===== config.mk =====
export PLATFORM = sky130hd
export DESIGN_NAME = alu_serial_seq_flat
export DESIGN_NICKNAME = d
export VERILOG_FILES = /design/src/rtl/alu_serial_seq_if.sv /design/src/rtl/alu_serial_seq.sv /design/src/flat_wrapper.sv
export SDC_FILE = /design/constraint.sdc
export NUM_CORES = 1
export LEC_CHECK = 0
export ABC_AREA = 1
export BUFFER_PORTS_ARGS = -buffer_cell sky130_fd_sc_hd__buf_2
export CORE_MARGIN = 2
export CORE_UTILIZATION = 49
export CTS_CLUSTER_SIZE = 12
export DETAILED_ROUTE_END_ITERATION = 10
export HOLD_SLACK_MARGIN = 0.06
export PLACE_DENSITY_LB_ADDON = 0.08
export SETUP_SLACK_MARGIN = 0.1
export SLEW_MARGIN = 20
export SYNTH_ARGS = -nofsm -noshare
export SYNTH_HDL_FRONTEND = slang
export SYNTH_SLANG_ARGS = --single-unit

===== constraint.sdc =====
create_clock -name clk -period 2.5 [get_ports clk]
set_clock_uncertainty 0.15 [all_clocks]
set_input_delay 0.375 -clock clk [delete_from_list [all_inputs] [get_ports clk]]
set_output_delay 0.375 -clock clk [all_outputs]
set_load 0.005 [all_outputs]

===== src/rtl/alu_serial_seq_if.sv =====
// Operand/result bundle for the bit-serial ALU sequencer; the ovf flag is carried only
// when ALU_SERIAL_OVF_EN is defined.
interface alu_serial_seq_if #(
    parameter int WIDTH = 8
);
    logic             start;
    logic [WIDTH-1:0] a;
    logic [WIDTH-1:0] b;
    logic [1:0]       op;
    logic             busy;
    logic             done;
    logic [WIDTH-1:0] result;
    logic             cout;
    logic             zero;
`ifdef ALU_SERIAL_OVF_EN
    logic             ovf;

    modport master (output start, a, b, op, input busy, done, result, cout, zero, ovf);
    modport slave  (input start, a, b, op, output busy, done, result, cout, zero, ovf);
`else
    modport master (output start, a, b, op, input busy, done, result, cout, zero);
    modport slave  (input start, a, b, op, output busy, done, result, cout, zero);
`endif
endinterface


===== src/rtl/alu_serial_seq.sv =====
// Bit-serial WIDTH-bit ALU (NOR/XOR/ADD/SUB), one bit per clock LSB first; ALU_SERIAL_OVF_EN adds ovf.
// Latency: WIDTH+1 cycles start-to-done; start held into DONE gives one op per WIDTH+1 cycles.
// Backpressure: none; start is ignored while busy and results hold until the next accept.
module alu_serial_seq #(
    parameter int WIDTH = 8
) (
    input  logic            clk,
    input  logic            rst,
    alu_serial_seq_if.slave bus
);
    localparam int            CW     = $clog2(WIDTH);
    localparam logic [CW-1:0] LAST   = CW'(WIDTH - 1);
    localparam logic [1:0]    OP_NOR = 2'b00;
    localparam logic [1:0]    OP_XOR = 2'b01;
    localparam logic [1:0]    OP_SUB = 2'b11;

    typedef enum logic [1:0] {IDLE, RUN, DONE} state_e;

    state_e           state_q, state_d;
    logic [WIDTH-1:0] a_sh_q, a_sh_d;
    logic [WIDTH-1:0] b_sh_q, b_sh_d;
    logic [WIDTH-2:0] res_sh_q, res_sh_d;
    logic [WIDTH-1:0] result_q, result_d;
    logic [1:0]       op_q, op_d;
    logic             carry_q, carry_d;
    logic [CW-1:0]    cnt_q, cnt_d;
    logic             cout_q, cout_d;
    logic             zero_q, zero_d;
`ifdef ALU_SERIAL_OVF_EN
    logic             ovf_q, ovf_d;
`endif

    logic             arith;
    logic             b_bit;
    logic             s_bit;
    logic             carry_nx;
    logic [WIDTH-1:0] final_res;

    // 1-bit ALU slice; SUB reuses the adder with b inverted and carry preset to 1
    always_comb begin
        arith    = op_q[1];
        b_bit    = b_sh_q[0] ^ (op_q == OP_SUB);
        carry_nx = (a_sh_q[0] & b_bit) | (a_sh_q[0] & carry_q) | (b_bit & carry_q);
        case (op_q)
            OP_NOR:  s_bit = ~(a_sh_q[0] | b_sh_q[0]);
            OP_XOR:  s_bit = a_sh_q[0] ^ b_sh_q[0];
            default: s_bit = a_sh_q[0] ^ b_bit ^ carry_q;
        endcase
        final_res = {s_bit, res_sh_q};
    end

    always_comb begin
        state_d  = state_q;
        a_sh_d   = a_sh_q;
        b_sh_d   = b_sh_q;
        res_sh_d = res_sh_q;
        result_d = result_q;
        op_d     = op_q;
        carry_d  = carry_q;
        cnt_d    = cnt_q;
        cout_d   = cout_q;
        zero_d   = zero_q;
`ifdef ALU_SERIAL_OVF_EN
        ovf_d    = ovf_q;
`endif
        case (state_q)
            IDLE, DONE: begin
                if (bus.start) begin
                    a_sh_d  = bus.a;
                    b_sh_d  = bus.b;
                    op_d    = bus.op;
                    carry_d = (bus.op == OP_SUB);
                    cnt_d   = '0;
                    state_d = RUN;
                end else if (state_q == DONE) begin
                    state_d = IDLE;
                end
            end
            RUN: begin
                a_sh_d   = a_sh_q >> 1;
                b_sh_d   = b_sh_q >> 1;
                res_sh_d = res_sh_q >> 1;
                res_sh_d[WIDTH-2] = s_bit;
                carry_d  = arith ? carry_nx : 1'b0;
                cnt_d    = cnt_q + CW'(1);
                if (cnt_q == LAST) begin
                    state_d  = DONE;
                    result_d = final_res;
                    cout_d   = arith ? carry_nx : 1'b0;
                    zero_d   = (final_res == '0);
`ifdef ALU_SERIAL_OVF_EN
                    // carry_q is the carry into the MSB on this last bit
                    ovf_d    = arith ? (carry_q ^ carry_nx) : 1'b0;
`endif
                end
            end
            default: state_d = IDLE;
        endcase
    end

    always_ff @(posedge clk) begin
        if (rst) begin
            state_q  <= IDLE;
            a_sh_q   <= '0;
            b_sh_q   <= '0;
            res_sh_q <= '0;
            result_q <= '0;
            op_q     <= '0;
            carry_q  <= 1'b0;
            cnt_q    <= '0;
            cout_q   <= 1'b0;
            zero_q   <= 1'b0;
`ifdef ALU_SERIAL_OVF_EN
            ovf_q    <= 1'b0;
`endif
        end else begin
            state_q  <= state_d;
            a_sh_q   <= a_sh_d;
            b_sh_q   <= b_sh_d;
            res_sh_q <= res_sh_d;
            result_q <= result_d;
            op_q     <= op_d;
            carry_q  <= carry_d;
            cnt_q    <= cnt_d;
            cout_q   <= cout_d;
            zero_q   <= zero_d;
`ifdef ALU_SERIAL_OVF_EN
            ovf_q    <= ovf_d;
`endif
        end
    end

    assign bus.busy   = (state_q == RUN);
    assign bus.done   = (state_q == DONE);
    assign bus.result = result_q;
    assign bus.cout   = cout_q;
    assign bus.zero   = zero_q;
`ifdef ALU_SERIAL_OVF_EN
    assign bus.ovf    = ovf_q;
`endif
endmodule


===== src/flat_wrapper.sv =====
// flat-port wrapper written by rule: the top's interface ports become plain ports
module alu_serial_seq_flat 
#(
    parameter int WIDTH = 8
)
  (clk, rst, bus_start, bus_a, bus_b, bus_op, bus_busy, bus_done, bus_result, bus_cout, bus_zero);
  alu_serial_seq_if #(.WIDTH(WIDTH)) bus_i ();
  input  logic clk;
  input  logic rst;
  input wire logic [$bits(bus_i.start)-1:0] bus_start;
  input wire logic [$bits(bus_i.a)-1:0] bus_a;
  input wire logic [$bits(bus_i.b)-1:0] bus_b;
  input wire logic [$bits(bus_i.op)-1:0] bus_op;
  output wire logic [$bits(bus_i.busy)-1:0] bus_busy;
  output wire logic [$bits(bus_i.done)-1:0] bus_done;
  output wire logic [$bits(bus_i.result)-1:0] bus_result;
  output wire logic [$bits(bus_i.cout)-1:0] bus_cout;
  output wire logic [$bits(bus_i.zero)-1:0] bus_zero;
  assign bus_i.start = bus_start;
  assign bus_i.a = bus_a;
  assign bus_i.b = bus_b;
  assign bus_i.op = bus_op;
  assign bus_busy = bus_i.busy;
  assign bus_done = bus_i.done;
  assign bus_result = bus_i.result;
  assign bus_cout = bus_i.cout;
  assign bus_zero = bus_i.zero;
  alu_serial_seq #(.WIDTH(WIDTH)) u_core (.clk(clk), .rst(rst), .bus(bus_i));
endmodule

# Word level (Yosys, flattened, before mapping)
# Cells that the tools add are included.
# Widths: inputs -> output; s select.
[classes] bitwise=11 n_reduce_logical=9 n_eq_ne=9 mux=14 addsub=1
[ops] operator="$pmux 8 s2" n=2
[ops] operator="$mux 8" n=2
[ops] operator="$logic_not 8->1" n=1
[ops] operator="$reduce_and 2->1" n=4
[ops] operator="$eq 2x2->1 const B" n=3
[ops] operator="$mux 2" n=3
[ops] operator="$pmux 3 s2" n=1
[ops] operator="$eq 2x1->1 const B" n=2
[ops] operator="$logic_not 2->1" n=2
[ops] operator="$pmux 1 s2" n=2
[ops] operator="$pmux 2 s2" n=1
[ops] operator="$xor 1x1->1" n=4
[ops] operator="$add 3x1->3 const B" n=1
[ops] operator="$and 1x1->1" n=3
[ops] operator="$eq 3x3->1 const B" n=1
[ops] operator="$mux 3" n=1
[ops] operator="$ne 3x3->1 const B" n=1
[ops] operator="$or 1x1->1" n=3
[ops] operator="$mux 1" n=2
[ops] operator="$ne 2x1->1 const B" n=1
[ops] operator="$ne 2x2->1 const B" n=1
[ops] operator="$reduce_bool 2->1" n=1
[ops] operator="$reduce_or 2->1" n=1
[ops] operator="$not 1->1" n=1
[totals] wordCells=54 inputBits=21 regBits=41

# Logic depth before layout (Yosys ltp)
# Gate-level depths: netlist of the first run.
[depth] ltp_word=7 mapped_depth=8

# Least setup slack after synthesis of the first run
# No wires, ideal clock.
[synth_path] kind="register to register" startpoint="register u_core.op_q[0]" endpoint="register u_core.zero_q (netlist: u_core.bus.zero)" period_less_slack_ps=1715 path_slack_ps=785 required_time_ps=2280 arrival_ps=1496 setup_time_ps=70 stages_incl_launch_ff=9 cell_sequence="dfxtp_1 -> nand2_1 -> xor2_1 -> inv_1 -> fa_1 -> or2_2 -> nand2_1 -> nand2_1 -> a21oi_1"
[synth_between] elab_chain_len=6 elab_cells_between_ends=8 cone_classes="eq/ne: 2; mux: 1; bitwise: 3; reduce/logical: 2"
[synth_rtl] item="start: declaration" line_no="alu_serial_seq.sv:24" text="logic [1:0] op_q, op_d;"
[synth_rtl] item="start signal: assignment" line_no="alu_serial_seq.sv:122" text="op_q <= op_d;"
[synth_rtl] item="$eq 2x2->1" line_no="alu_serial_seq.sv:42" text="b_bit = b_sh_q[0] ^ (op_q == OP_SUB);"
[synth_rtl] item="$xor 1x1->1" line_no="alu_serial_seq.sv:42"
[synth_rtl] item="$xor 1x1->1 (2 in a row)" line_no="alu_serial_seq.sv:47" text="default: s_bit = a_sh_q[0] ^ b_bit ^ carry_q;"
[synth_rtl] item="$pmux 1 s2 *" line_no="alu_serial_seq.sv:44" text="case (op_q)"
[synth_rtl] item="$logic_not 8->1 *" line_no="alu_serial_seq.sv:90" text="zero_d = (final_res == '0);"
[synth_rtl] item="end signal: assignment" line_no="alu_serial_seq.sv:126" text="zero_q <= zero_d;"
[synth_rtl] item="end: declaration" line_no="alu_serial_seq.sv:28" text="logic zero_q, zero_d;"
# Mark *: on every way between the ends. The rest lies on a longest branch, timed or not.
# A chain may end at the register's enable or synchronous reset.

# Final worst setup path of the first run
[layout_path] startpoint="register u_core.state_q[0]" endpoint="output port bus_busy"
[layout_between] elab_chain_len=1
[layout_rtl] item="start: declaration" line_no="alu_serial_seq.sv:19" text="state_e state_q, state_d;"
[layout_rtl] item="start signal: assignment" line_no="alu_serial_seq.sv:117" text="state_q <= state_d;"
[layout_rtl] item="$eq 2x1->1" line_no="alu_serial_seq.sv:133" text="assign bus.busy = (state_q == RUN);"
[layout_rtl] item="end: declaration" line_no="flat_wrapper.sv:14" text="output wire logic [$bits(bus_i.busy)-1:0] bus_busy;"
# No other way between the ends.

==> reports/results.ini, run 1 <==
[status]
status = completed

[synth]
yosys-top-cells-area = dfxtp_1 (46%), nor2_1 (6.4%), nand2_1 (6.1%)
ys_seq_area_frac = 0.4629
synth_top_area_share = 0.4629
synthArstFlopShare = 0
synth-seq-cells = 41
synth_nets = 240
yosys_warnings = 0
synth_cell_type_count = 28
syn_inst = 215
synth_flop_cell = dfxtp_1
synth_common_cells = dfxtp_1 (41), nor2_1 (30), nand2_1 (29), nor3_1 (18)
yosysMostFrequentCell = dfxtp_1
synth-edff-count = 0
synth_top_area_cell = dfxtp_1
synth_area_um2 = 1773
syn_area_per_cell_um2 = 8.246

[cts]
ctsHoldBuffers = 0
cts_buffer_depth = 2
cts.sinks = 41
cts_made_buffers = 5
htreeDepth = 2
insertion_delay_ps = 350
cts_tree = yes
clk_pin_slew_ps = 120
cts_root_buf = clkbuf_4
cts_setup_buffers = 0
cts_resized = 0

[pwr]
swShare = 0.2766
peakVddDrop_v = 0.0003586
p_leak_nw = 0.8938
p_int_uw = 933.0
combPwrFrac = 0.144
switching_power_uw = 356.7
powerDensity_nw_per_um2 = 648.3
seqPwrFrac = 0.565
pwr-share-clk = 0.291

[timing]
rsz0062_at_grt = no
period_needed_ps = 1901
hold_slack_ps = 105.3
hold_violations = 0
period_share = 0.7603
final.setup.tns_ps = 0
drv_slew = 0
worst_pin_slew_ps = 534.7
slew_headroom = 0.6430
setup_violations = 0
fmax_mhz = 526.1

[worst_setup_path]
r2r_end = u_core.bus.zero
crit_chain = inv_2, nor2_8, buf_2
end_kind = primary output
path_class = flop to primary output
cp_max_fo = 27
r2r_slack_ps = 680
slowest_stage = dfxtp_1
crit_required_ps = 1980
start_kind = flop
crit_buf_inv = 2
worst_ep_arrival_time_ps = 1380
cp_top_family = flip-flops
slowest_delay_ps = 400
timing.rr.start = u_core.op_q[0]
r2r.worst_path.cells = 8

[placed_design]
io_buffers = 32
place.gp.congestion = 0.7405
hpwlAfterDp_um = 2262

[min_path]
min_path_type = primary input to flop
min_from = bus_a[0]
hold-path-endpoint = u_core.a_sh_q[0]
holdPathStages = 3

[drt]
wl_um = 3468
ant_nets = 0
vias_per_cell = 4.976
wl_per_cell_um = 11.96
dr.pass1.iters = 4
drc = 0
drtIter0Drc = 73
vias = 1443

[final_layout]
n_fill_cell = 347
layout-area-overhead-vs-synth_pct = 12.21
fin_nets = 268
final_core_util = 0.5824
antennaDiodeCount = 0
layout-drive-gt1-share = 0.2623

[die]
die_w_um = 64.15
design.core.area_um2 = 3416
start_util = 0.5190
io_pins = 33
dieArea_um2 = 4115
die_y_um = 64.15
row_count = 21

[run]
cap_viol_max_count = 0

[global_route]
grt_remaining_overflow = 0
grt_start_max_net_pins = 33
antenna_found_initial = 0
grt_util_all_layers = 0.1819
grt_pass1_vias = 1235
grt_pass1_wl_um = 5823

sequential cells by signal, indices dropped and copies added, names as in the netlist, 2 cells and up:
name,cells
u_core.a_sh_q,8
u_core.b_sh_q,8
u_core.bus.result,8
u_core.cnt_q,3
u_core.op_q,2
u_core.res_sh_q,7
u_core.state_q,2
per-layer routing:
metal  vias up  part of all wire  GRT usage
met2        28              0.42     0.2734
met3         8             0.040    0.04754
li1        768                 -          -
met5         -                 0          0
met1       639              0.52     0.2558
met4         0             0.015    0.05585
cell families (layout without fill, tap and decap cells):
group,count (synthesis),count (layout),synth area share
compound gates,43,43,0.1538
xor+xnor,1,1,0.004941
fa+ha+maj,4,4,0.03247
buf+inv,24,53,0.06845
flops,41,41,0.4630
simple gates,102,102,0.2773
cells in the final DEF (no fill, tap or decap), types with 6 or more instances in the layout:
| cell type | netlist | layout |
|---|---|---|
| a21oi_1 | 15 | 15 |
| buf_2 | 6 | 32 |
| dfxtp_1 | 41 | 41 |
| inv_1 | 7 | 7 |
| nand2_1 | 29 | 29 |
| nand3_1 | 9 | 9 |
| nor2_1 | 30 | 30 |
| nor3_1 | 18 | 18 |
| o211ai_2 | 6 | 6 |
| o21ai_0 | 15 | 15 |
area by class of cell:
type / instances / area (µm²) / share of cell area
clock inverter: 1 / 5.005 / 0.002516
sequential: 41 / 820.8 / 0.4126
timing repair buffer: 32 / 160.2 / 0.08050
clock buffer: 7 / 65.06 / 0.03270
tap: 46 / 57.56 / 0.02893
inverter: 13 / 50.05 / 0.02516
multi-input combinational: 150 / 830.8 / 0.4176
how the worst max path moves through the flow:
stage / from / to / cells past startpoint
floorplan: u_core.op_q[0] / u_core.bus.zero / 8
global placement: u_core.op_q[0] / u_core.bus.zero / 8
detailed placement: u_core.op_q[0] / u_core.bus.zero / 8
CTS: u_core.state_q[0] / bus_busy / 3
global route: u_core.state_q[0] / bus_busy / 3
finish: u_core.state_q[0] / bus_busy / 3
power groups by stage:
stage / logic (mW) / clock network (mW) / registers, mW
after floorplan: 0.155 / 0 / 0.736
after detailed placement: 0.186 / 0 / 0.744
after global placement: 0.185 / 0 / 0.742
final: 0.186 / 0.375 / 0.728
after global routing: 0.212 / 0.417 / 0.735
after CTS: 0.188 / 0.383 / 0.729
tightest hold or removal path: cells and delay by family:
family | cells | cell delay (ps)
simple gates | 2 | 130
buf+inv | 1 | 70
stage by stage:
stage          setup slack, ps  instances  power (mW)  cell area [µm²]
6_report                 599.4        290       1.290             1989
3_3_place_gp             739.1        282      0.9272             1919
2_1_floorplan            784.5        215      0.8907             1773
5_1_grt                  483.4        290       1.364             1989
3_5_place_dp             690.1        282      0.9295             1919
4_1_cts                  579.0        290       1.299             1989
Note: power is estimated with default switching activity, not from simulation.
==> run 2: changes to the inputs <==
Clock period 2.5 ns to 1.6 ns, I/O delays scaled along.
==> run 2 against run 1 <==
Compared with the run above: the run now ends with setup timing left; combinational power is 120% higher; clock power rose by 27%; core utilization grew 10 points; final area grew 18%.
==> reports/results.ini, run 2 (synthesized netlist as in run 1, its figures left out) <==
[worst_setup_path]
timing.rr.start = u_core.op_q[0]
cp_max_fo = 3  ; -89%
r2r.worst_path.cells = 8  ; unchanged
start_kind = flop
r2r_end = u_core.bus.zero
crit_buf_inv = 1  ; -1
end_kind = flop
path_class = flop to flop
slowest_delay_ps = 420  ; +20 ps
crit_required_ps = 1750  ; -230 ps
crit_chain = nand2_2, xor2_1, inv_1, fa_2, or2_4, nand2_4, nand2_1, a21oi_1
r2r_slack_ps = -100  ; -780 ps
cp_top_family = adder cells
worst_ep_arrival_time_ps = 1840  ; +460 ps
slowest_stage = fa_2

[die]
design.core.area_um2 = 3416  ; unchanged
row_count = 21  ; unchanged
die_w_um = 64.15  ; unchanged
die_y_um = 64.15  ; unchanged
dieArea_um2 = 4115  ; unchanged
start_util = 0.5190  ; unchanged
io_pins = 33  ; unchanged

[timing]
setup_violations = 3  ; +3
slew_headroom = 0.8551  ; +0.2121
worst_pin_slew_ps = 215.7  ; -319.1 ps
period_share = 1.060
hold_slack_ps = 51.63  ; -53.71 ps
period_needed_ps = 1696
rsz0062_at_grt = yes
drv_slew = 0  ; unchanged
hold_violations = 0  ; unchanged
finalWorstSetupSlack_ps = -96.08  ; -695.4 ps
fmax_mhz = 589.6

[cts]
clk_pin_slew_ps = 110  ; about the same
cts_tree = yes
htreeDepth = 2  ; unchanged
cts_made_buffers = 5  ; unchanged
insertion_delay_ps = 350  ; about the same
cts_root_buf = clkbuf_4
cts.sinks = 41  ; unchanged
cts_buffer_depth = 2  ; unchanged

[pwr]
p_int_mw = 1.443  ; +55%
peakVddDrop_v = 0.0005229  ; +46%
total_power_mw = 2.023  ; +57%
swShare = 0.2868  ; +0.01023
p_leak_nw = 1.042  ; +17%
combPwrFrac = 0.200  ; +0.056
pwr-share-clk = 0.236  ; -0.055
switching_power_uw = 580.2  ; +63%
powerDensity_nw_per_um2 = 864.1  ; +33%
seqPwrFrac = 0.564  ; about the same

[drt]
ant_nets = 0  ; unchanged
highest_layer = met4
wl_met2_um = 1791  ; +22%
dr.pass1.iters = 4  ; unchanged
vias_per_cell = 4.988  ; +0.24%
wl_per_cell_um = 12.24  ; +2.3%
wl_um = 3941  ; +14%
drc = 0  ; unchanged
drtIter0Drc = 70  ; -4.1%
vias = 1606  ; +11%
met1_length_um = 1954  ; +8.2%
dr_wl_met3_um = 131  ; -4.4%

[placed_design]
hpwlAfterDp_um = 2545  ; +13%
place.gp.congestion = 0.7763  ; +4.8%
dpl_worst_slack_ps = -116.3  ; -806.4 ps
io_buffers = 32  ; unchanged
place_area_um2 = 2027  ; +5.6%

[final_layout]
final_cell_mix = dfxtp_1 (37), buf_2 (31), nor2_1 (30)
fin_nets = 302  ; +13%
final_common_cell = dfxtp_1
layout-area-overhead-vs-synth_pct = 32.04
antennaDiodeCount = 0  ; unchanged
fin_area_um2 = 2341  ; +18%
layout-drive-gt1-share = 0.3333  ; +0.07104

[min_path]
hold-path-endpoint = u_core.b_sh_q[7]
min_path_type = primary input to flop
min_from = bus_start
holdPathStages = 3  ; unchanged

[global_route]
grt_remaining_overflow = 0  ; unchanged
grt_start_max_net_pins = 28  ; -15%
antenna_found_initial = 0  ; unchanged
grt_pass1_vias = 1578  ; +28%
grt_util_all_layers = 0.2106  ; +0.02870
grt_pass1_wl_um = 6810  ; +17%

[run]
cap_viol_max_count = 0  ; unchanged

[status]
status = finished with violations
violations = setup timing

run 2: cell count changes in the layout (fill, tap and decap cells not counted), sizes merged:
| cell | change |
|---|---|
| dlygate4sd3 | +18 |
| clkinv | -1 |
| clkbuf | -2 |
| buf | +16 |
| inv | +1 |
run 2: layer usage:
metal,GRT usage,up-vias
li1,-,839
met1,0.2659,734
met2,0.3490,26
met3,0.04577,7
met4,0.08511,0
met5,0,-
run 2: layout make-up:
type                            instances  area [µm²]
Clock inverter                          1       5.005
Fill cell                             289        1075
Sequential cell                        41       828.3
Inverter                               13       56.30
Timing Repair Buffer                   66       491.7
Clock buffer                            5       37.54
Multi-Input combinational cell        150       864.6
Tap cell                               46       57.56
run 2: power groups by stage:
stage | Combinational (mW) | Clock (mW) | Sequential, mW
after global placement | 0.333 | 0 | 1.16
final | 0.405 | 0.477 | 1.14
after CTS | 0.391 | 0.484 | 1.14
after global routing | 0.455 | 0.532 | 1.15
after floorplan | 0.248 | 0 | 1.15
after detailed placement | 0.337 | 0 | 1.16
run 2: how the worst max path moves through the flow:
stage                              start              end  slack, ps  cells after the start
final                     u_core.op_q[0]  u_core.bus.zero       -100                      8
after CTS                 u_core.op_q[0]  u_core.bus.zero        -90                      8
after global routing      u_core.op_q[0]  u_core.bus.zero       -200                      8
after floorplan           u_core.op_q[0]  u_core.bus.zero        -30                      8
after detailed placement  u_core.op_q[1]  u_core.bus.zero       -120                      8
after global placement    u_core.op_q[0]  u_core.bus.zero        -60                      8
run 2: worst register-to-register path: stages, from the launching register on:
cell     delay [ps]
dfxtp_2         350
nand2_2          60
xor2_1          140
inv_1            70
fa_2            420
or2_4           240
nand2_4          60
nand2_1          50
a21oi_1         110
run 2: per-stage QoR:
stage / utilization / setup TNS (ps) / instances
2_1_floorplan: - / -32.07 / 215
3_3_place_gp: 0.5934 / -96.69 / 292
3_5_place_dp: 0.5934 / -239.3 / 292
4_1_cts: 0.6722 / -173.3 / 319
5_1_grt: 0.6853 / -520.7 / 322
6_report: 0.6853 / -172.8 / 322
run 2: what timing repair did:
item	in CTS	in global routing
pin swaps	2	5
endpoints found under the hold margin	17	0
resized for setup	8	10
setup buffers	2	4
setup endpoints to repair	6	12
hold buffers	19	0
